--- src/rtl/nand_phy_pkg.sv ---
// Shared definitions for the NAND PHY command/address latch path:
// sequencer state encoding, timing counter width and default timings.
package nand_phy_pkg;

  // Width of the per-phase timing down-counter (timings are 1..15 cycles).
  localparam int CNT_W = 4;

  // Default parameterisation of the command/address sequencer.
  localparam int DEF_CENS_PER_IO = 2;
  localparam int DEF_T_SETUP     = 2;
  localparam int DEF_T_WP        = 2;
  localparam int DEF_T_WH        = 2;

  // Latch-cycle phases: SETUP (bus stable, WE# high), WLOW (WE# low),
  // HOLD (WE# high again, bus still held).
  typedef enum logic [1:0] {
    ST_IDLE  = 2'd0,
    ST_SETUP = 2'd1,
    ST_WLOW  = 2'd2,
    ST_HOLD  = 2'd3
  } nand_state_e;

  // Width of a chip-enable index; at least one bit even for a single CE.
  function automatic int ce_width(input int n);
    return (n > 1) ? $clog2(n) : 1;
  endfunction

endpackage

--- src/rtl/nand_cmd_addr_seq.sv ---
// Command/address latch sequencer for one NAND IO half. Each accepted
// request produces one CLE or ALE latch cycle with programmable setup,
// WE# low and hold times, and manages the chip enables across requests.
// All outputs are registered and go straight to the IOB flop stage.
module nand_cmd_addr_seq
  import nand_phy_pkg::*;
#(
  parameter int CENS_PER_IO = DEF_CENS_PER_IO,
  parameter int T_SETUP     = DEF_T_SETUP,
  parameter int T_WP        = DEF_T_WP,
  parameter int T_WH        = DEF_T_WH,
  localparam int CE_W       = ce_width(CENS_PER_IO)
) (
  input  logic                   clk0,
  input  logic                   rst0_n,
  input  logic                   req_valid,
  output logic                   req_ready,
  input  logic                   req_is_addr,
  input  logic [7:0]             req_data,
  input  logic [CE_W-1:0]        req_ce,
  input  logic                   req_last,
  input  logic                   wp_n_req,
  output logic                   ctrl_cle,
  output logic                   ctrl_ale,
  output logic                   ctrl_wrn,
  output logic                   ctrl_wpn,
  output logic [CENS_PER_IO-1:0] ctrl_cen,
  output logic [7:0]             dq_out,
  output logic                   dq_oe,
  output logic                   busy
);

  localparam logic [1:0] S_IDLE  = ST_IDLE;
  localparam logic [1:0] S_SETUP = ST_SETUP;
  localparam logic [1:0] S_WLOW  = ST_WLOW;
  localparam logic [1:0] S_HOLD  = ST_HOLD;

  localparam logic [CNT_W-1:0] LD_SETUP = CNT_W'(T_SETUP - 1);
  localparam logic [CNT_W-1:0] LD_WP    = CNT_W'(T_WP - 1);
  localparam logic [CNT_W-1:0] LD_WH    = CNT_W'(T_WH - 1);

  logic [1:0]             state_reg;
  logic [CNT_W-1:0]       cnt_reg;
  logic                   last_reg;
  logic                   rdy_en_reg;
  logic                   cle_reg;
  logic                   ale_reg;
  logic                   wrn_reg;
  logic                   wpn_reg;
  logic [CENS_PER_IO-1:0] cen_reg;
  logic [7:0]             dq_reg;
  logic                   oe_reg;

  // Active-low one-hot of the requested CE; an out-of-range index matches
  // nothing, so every CE# stays high for that request.
  logic [CENS_PER_IO-1:0] sel_cen_n;
  for (genvar gi = 0; gi < CENS_PER_IO; gi++) begin : g_ce_dec
    assign sel_cen_n[gi] = (req_ce != CE_W'(gi));
  end

  // Latch-cycle FSM with shared down-counter; drives all IOB-bound controls.
  always_ff @(posedge clk0 or negedge rst0_n) begin
    if (!rst0_n) begin
      state_reg  <= S_IDLE;
      cnt_reg    <= '0;
      last_reg   <= 1'b0;
      rdy_en_reg <= 1'b0;
      cle_reg    <= 1'b0;
      ale_reg    <= 1'b0;
      wrn_reg    <= 1'b1;
      wpn_reg    <= 1'b0;
      cen_reg    <= '1;
      dq_reg     <= 8'h00;
      oe_reg     <= 1'b0;
    end else begin
      // Ready is held off for the first edge after reset release.
      rdy_en_reg <= 1'b1;
      case (state_reg)
        S_IDLE: begin
          // Write protect only follows its request between latch cycles.
          wpn_reg <= wp_n_req;
          if (req_valid && rdy_en_reg) begin
            state_reg <= S_SETUP;
            cnt_reg   <= LD_SETUP;
            last_reg  <= req_last;
            cle_reg   <= ~req_is_addr;
            ale_reg   <= req_is_addr;
            dq_reg    <= req_data;
            oe_reg    <= 1'b1;
            // Replaces any CE held from a previous request on the same edge.
            cen_reg   <= sel_cen_n;
          end
        end
        S_SETUP: begin
          if (cnt_reg == '0) begin
            state_reg <= S_WLOW;
            cnt_reg   <= LD_WP;
            wrn_reg   <= 1'b0;
          end else begin
            cnt_reg <= cnt_reg - 1'b1;
          end
        end
        S_WLOW: begin
          if (cnt_reg == '0) begin
            state_reg <= S_HOLD;
            cnt_reg   <= LD_WH;
            wrn_reg   <= 1'b1;
          end else begin
            cnt_reg <= cnt_reg - 1'b1;
          end
        end
        S_HOLD: begin
          if (cnt_reg == '0) begin
            state_reg <= S_IDLE;
            cle_reg   <= 1'b0;
            ale_reg   <= 1'b0;
            oe_reg    <= 1'b0;
            if (last_reg) begin
              cen_reg <= '1;
            end
          end else begin
            cnt_reg <= cnt_reg - 1'b1;
          end
        end
        default: begin
          state_reg <= S_IDLE;
        end
      endcase
    end
  end

  assign req_ready = rdy_en_reg && (state_reg == S_IDLE);
  assign busy      = (state_reg != S_IDLE) || !(&cen_reg);
  assign ctrl_cle  = cle_reg;
  assign ctrl_ale  = ale_reg;
  assign ctrl_wrn  = wrn_reg;
  assign ctrl_wpn  = wpn_reg;
  assign ctrl_cen  = cen_reg;
  assign dq_out    = dq_reg;
  assign dq_oe     = oe_reg;

endmodule
--- config.mk ---
export PLATFORM = sky130hd
export DESIGN_NAME = nand_cmd_addr_seq
export DESIGN_NICKNAME = d
export VERILOG_FILES = /design/src/rtl/nand_phy_pkg.sv /design/src/rtl/nand_cmd_addr_seq.sv
export SDC_FILE = /design/constraint.sdc
export NUM_CORES = 1
export LEC_CHECK = 0
export ABC_AREA = 1
export CAP_MARGIN = 10
export CORE_UTILIZATION = 47
export CTS_CLUSTER_DIAMETER = 30
export DETAILED_ROUTE_END_ITERATION = 8
export HOLD_SLACK_MARGIN = 0.05
export PLACE_DENSITY = 0.86
export REMOVE_ABC_BUFFERS = 1
export SYNTH_ARGS = -nofsm -noshare
export SYNTH_HDL_FRONTEND = slang
export SYNTH_SLANG_ARGS = --single-unit
--- constraint.sdc ---
create_clock -name clk0 -period 1.4 [get_ports clk0]
set_input_delay 0.14 -clock clk0 [delete_from_list [all_inputs] [get_ports clk0]]
set_output_delay 0.14 -clock clk0 [all_outputs]
set_load 0.02 [all_outputs]
After elaboration in Yosys (flattened, before gate mapping)
Index checks and enable logic that the tools add are counted.
Word-level totals
  register bits: 23
  word-level logic and storage cells: 62
Operators by class
  eq/ne operators: 9
  mux-type cells: 22
  reduce and logical (&&, ||, !) cells: 17
  bitwise operators: 2
  add/sub/neg operators: 1
Operators with widths (number)
  2-to-1 mux 2 bit: 7
  2-to-1 mux 4 bit: 3
  != test 2 bit (second input constant): 6
  case mux 4 bit (3 select lines): 1
  case mux 1 bit (2 select lines): 4
  case mux 2 bit (4 select lines): 1
  AND reduction 4 bit: 2
  AND reduction 2 bit: 3
  AND reduction 3 bit: 2
  nonzero test 2 bit: 3
  2-to-1 mux 1 bit: 5
  equality test 2 bit (second input constant): 2
  zero test 4 bit: 1
  case mux 2 bit (2 select lines): 1
  subtractor 4 x 1 -> 4 bit (second input constant): 1
  equality test 2 x 1 -> 1 bit (second input constant): 1
  logical AND 1 bit: 2
  zero test 2 bit: 1
  NOT 1 bit: 2
  OR reduction 2 bit: 1
  zero test 1 bit: 1
  logical OR 1 bit: 1

Longest topological paths before layout
  word-level depth: 3
  depth in mapped cells: 9
  gate-level depth less buffers: 9

Worst setup path before layout
No wires, ideal clock.
  path kind: register to register
  start: register state_reg[0]
  end: register ale_reg, in the netlist ctrl_ale
  data required time: 1335 ps
  arrival: 1299 ps
  path buffers: 1
  cell stages (with the launch flop): 10
  library setup time: 65 ps
  slack: 36 ps
  cell sequence: dfrtp_1 > inv_1 > ha_1 > nand2_2 > inv_2 > nand2_4 > inv_4 > buf_12 > nand3_2 > nand2_1
On the way
  word-level cells in the longest chain between the ends: 3
RTL lines
  start, declared: line nand_cmd_addr_seq.sv:42  | logic [1:0] state_reg;
  start signal, assigned: line nand_cmd_addr_seq.sv:64  | state_reg <= S_IDLE;
  start signal, assigned: line nand_cmd_addr_seq.sv:83  | state_reg <= S_SETUP;
  start signal, assigned: line nand_cmd_addr_seq.sv:96  | state_reg <= S_WLOW;
  equality test 2 bit / zero test 2 bit (equally long branches): line nand_cmd_addr_seq.sv:78  | case (state_reg)
  != test 2 bit (no line) / nonzero test 2 bit (equally long branches)
  AND reduction 3 bit (no line)
  end signal, assigned: line nand_cmd_addr_seq.sv:87  | ale_reg <= req_is_addr;
  end, declared: line nand_cmd_addr_seq.sv:47  | logic ale_reg;
Parallel ways exist; a longest one is shown, timed or not.
A chain may end at the register's enable or synchronous reset.

Worst setup path in the final report
  start: register cnt_reg[0]
  end: register oe_reg, in the netlist dq_oe
On the way
  word-level cells in the longest chain between the ends: 3
RTL lines
  start, declared: line nand_cmd_addr_seq.sv:43  | logic [CNT_W-1:0] cnt_reg;
  start signal, assigned: line nand_cmd_addr_seq.sv:100  | cnt_reg <= cnt_reg - 1'b1;
  start signal, assigned: line nand_cmd_addr_seq.sv:109  | cnt_reg <= cnt_reg - 1'b1;
  start signal, assigned: line nand_cmd_addr_seq.sv:122  | cnt_reg <= cnt_reg - 1'b1;
  zero test 4 bit: line nand_cmd_addr_seq.sv:113  | if (cnt_reg == '0) begin
  != test 2 bit (no line)
  AND reduction 3 bit (no line)
  end signal, assigned: line nand_cmd_addr_seq.sv:74  | oe_reg <= 1'b0;
  end signal, assigned: line nand_cmd_addr_seq.sv:89  | oe_reg <= 1'b1;
  end signal, assigned: line nand_cmd_addr_seq.sv:117  | oe_reg <= 1'b0;
  end, declared: line nand_cmd_addr_seq.sv:52  | logic oe_reg;
No other way between the ends.

==> flow_metrics.py <==
metrics = {
    "worst_setup_path": {
        "worstSetupPathType": "flop to flop",
        "crit_arrival_ns": 1.60,
        "cp.required_ns": 1.62,
        "slowest_delay_ns": 0.40,
        "slowest_stage": "dfrtp_1",
        "startpoint": "cnt_reg[0]",
        "startpoint_type": "flop",
        "crit_path_end_kind": "flop",
        "worst-path-max-fanout": 6,
        "worstPathCellList": "inv_1 -> ha_4 -> nand3_4 -> nand2_1 -> nand2_1 -> o21ai_0 -> nand2_1",
        "r2r_start": "cnt_reg[0]",
        "path_common_cell": "nand2_1",
    },
    "floorplanning": {
        "initial_core_util": 0.5146,
        "dieArea_mm2": 0.002695,
        "die_h_um": 51.92,
        "row_count": 17,
        "pin_count": 32,
        "die_w_um": 51.92,
        "core_mm2": 0.002276,
    },
    "synth": {
        "synth_enable_flop_cells": 0,
        "synth.distinct_cells": 21,
        "yosysWarnings": 0,
        "avgSynthCellArea_um2": 8.365,
        "syn-instance-count": 140,
        "seq_area_frac_synth": 0.4947,
        "synth_seq_cells": 23,
        "netlist_area_mm2": 0.001171,
        "async_flop_share": 1.000,
        "synth_flop_cell": "dfrtp_1",
    },
    "grt": {
        "antenna_found_initial": 0,
        "grt_pass1_wl_um": 4567,
        "grt_pass1_vias": 1099,
        "grt_usage": 0.2334,
        "grt_start_max_net_pins": 24,
        "grt_overflow": 0,
    },
    "sta": {
        "skew_ns": 0.008331,
        "final_hold_viol_count": 0,
        "fin_setup_tns_ns": 0,
        "slew_viol_final": 0,
        "fmax_mhz": 725.2,
        "setup_viol": 0,
        "rsz0062_at_grt": "yes",
        "fin_crit_ns": 1.379,
        "fin_ws_ns": 0.02109,
        "finalCritPeriodShare": 0.9849,
        "whs_ns": 0.1566,
    },
    "final_layout": {
        "finish.utilization": 0.7389,
        "nNetsFinal": 211,
        "fillers": 157,
        "largest_register_ffs": 8,
        "num_antenna_cells": 0,
        "finalNonFillerCells": 216,
        "register_area_um2": 579.3,
        "drive_gt1_frac": 0.2340,
        "final_area_mm2": 0.001682,
        "multiInputGateArea_um2": 571.8,
        "areaGrowthSynthToFinish_pct": 43.59,
    },
    "routing": {
        "drt_iter0_drc": 25,
        "ant_nets": 0,
        "drc_errors": 0,
        "via_count": 1106,
        "first_pass_iters": 4,
        "avgViaCountPerCell": 5.120,
        "wl_per_cell_um": 13.67,
        "routed_wl_um": 2953,
    },
    "cts": {
        "cts.clk_slew.worst_paths_ns": 0.13,
        "numCtsBuffers": 3,
        "htreeDepth": 1,
        "clk_latency_ns": 0.32,
        "clock_path_buffers": 2,
        "root_buffer": "clkbuf_4",
        "clock-sinks": 23,
        "cts_tree": "built",
        "postCtsHoldBufs": 0,
    },
    "power": {
        "clockPowerShare": 0.081,
        "p_total_mw": 3.842,
        "pwr-share-comb": 0.623,
        "power.density_mw_per_mm2": 2285,
        "p_seq_frac": 0.295,
        "switching_share": 0.4640,
        "p_int_mw": 2.059,
        "p_leak_nw": 0.8842,
        "ir_drop_v": 0.001605,
        "p_switching_mw": 1.783,
    },
    "placed_design": {
        "place_ws_ns": -0.1259,
        "dp_hpwl_um": 1984,
        "globalplace.congestion": 0.8879,
        "place_inst": 208,
        "port_buffers": 31,
        "place_area_mm2": 0.001572,
    },
    "run": {
        "drv_cap": 0,
    },
    "status": {
        "status": "complete, no violations",
    },
    "hold_path": {
        "hold_path.class": "input pin to asynchronous set/reset pin",
    },
}
## cell families after synthesis
logic type | count (synthesis) | synth area share
buf+inv | 20 | 0.08013
compound gates | 20 | 0.09081
simple gates | 68 | 0.2468
other cells | 1 | 0.003202
fa+ha+maj | 7 | 0.07478
flops | 23 | 0.4947
mux | 1 | 0.009615
## worst paths after layout
path / slack, ns / end / cells after the start
max: 0.02 / dq_oe / 7
min: 0.16 / state_reg[1] / 2
max reg2reg: 0.02 / dq_oe / 7
min reg2reg: 0.49 / ctrl_cen[0] / 2
max in group asynchronous: 0.96 / ctrl_wrn / 2
min in group clk0: 0.33 / dq_out[1] / 3
## critical path: cells and delay by family, from the launching register on
| kind | cells | cell delay (ns) |
|---|---|---|
| AO/OA/AOI/OAI | 1 | 0.17 |
| adder cells (fa/ha/maj) | 1 | 0.18 |
| buffers and inverters | 1 | 0.12 |
| flip-flops | 1 | 0.40 |
| AND/OR/NAND/NOR | 4 | 0.40 |
## cells in the mapped netlist, types with 2 or more instances
master,instances,area share
o21ai_1,3,0.013
nand3_2,2,0.017
dfrtp_1,20,0.43
o21ai_0,8,0.034
nand3_1,3,0.013
nand2_2,3,0.016
dfstp_2,3,0.067
inv_1,15,0.048
inv_2,3,0.0096
nor2_1,9,0.029
nand2_1,49,0.16
ha_1,7,0.075
a21oi_1,7,0.030
## cell usage in the layout (no fill, tap or decap), types with 3 or more instances in the layout
cell	n
a21oi_1	7
o21ai_1	6
dfrtp_1	20
inv_1	12
dlygate4sd2_1	15
inv_2	6
nand2_2	4
clkbuf_4	3
nand3_1	3
nand2_1	47
ha_4	3
clkdlybuf4s50_1	14
buf_4	15
dfstp_2	3
ha_1	4
o21ai_0	5
nor2_1	8
## power by group through the flow
stage / registers [mW] / logic (mW) / clock network, mW
3_5_place_dp: 1.15 / 2.16 / 0
6_report: 1.13 / 2.40 / 0.312
5_1_grt: 1.16 / 2.65 / 0.344
2_1_floorplan: 1.37 / 1.03 / 0
4_1_cts: 1.14 / 2.10 / 0.315
3_3_place_gp: 1.13 / 2.08 / 0
## routing by layer
layer	track usage	vias up	wire, um
met4	0.1081	0	80
met1	0.2634	525	1194
li1	-	528	-
met3	0.04386	9	164
met2	0.4188	44	1514
met5	0	-	0
## layout make-up
type,count,area share
Tap cell,28,0.02083
Clock buffer,3,0.01339
Multi-Input combinational cell,97,0.3400
Clock inverter,1,0.002976
Inverter,19,0.04688
Timing Repair Buffer,45,0.2314
Sequential cell,23,0.3445
## timing repair
item / in CTS / in global routing
pin swaps: 1 / 2
gates resized for setup: 28 / 17
setup buffers: 2 / 2
endpoints found under the setup margin: 25 / 13
Power figures use the tool's default switching activity.
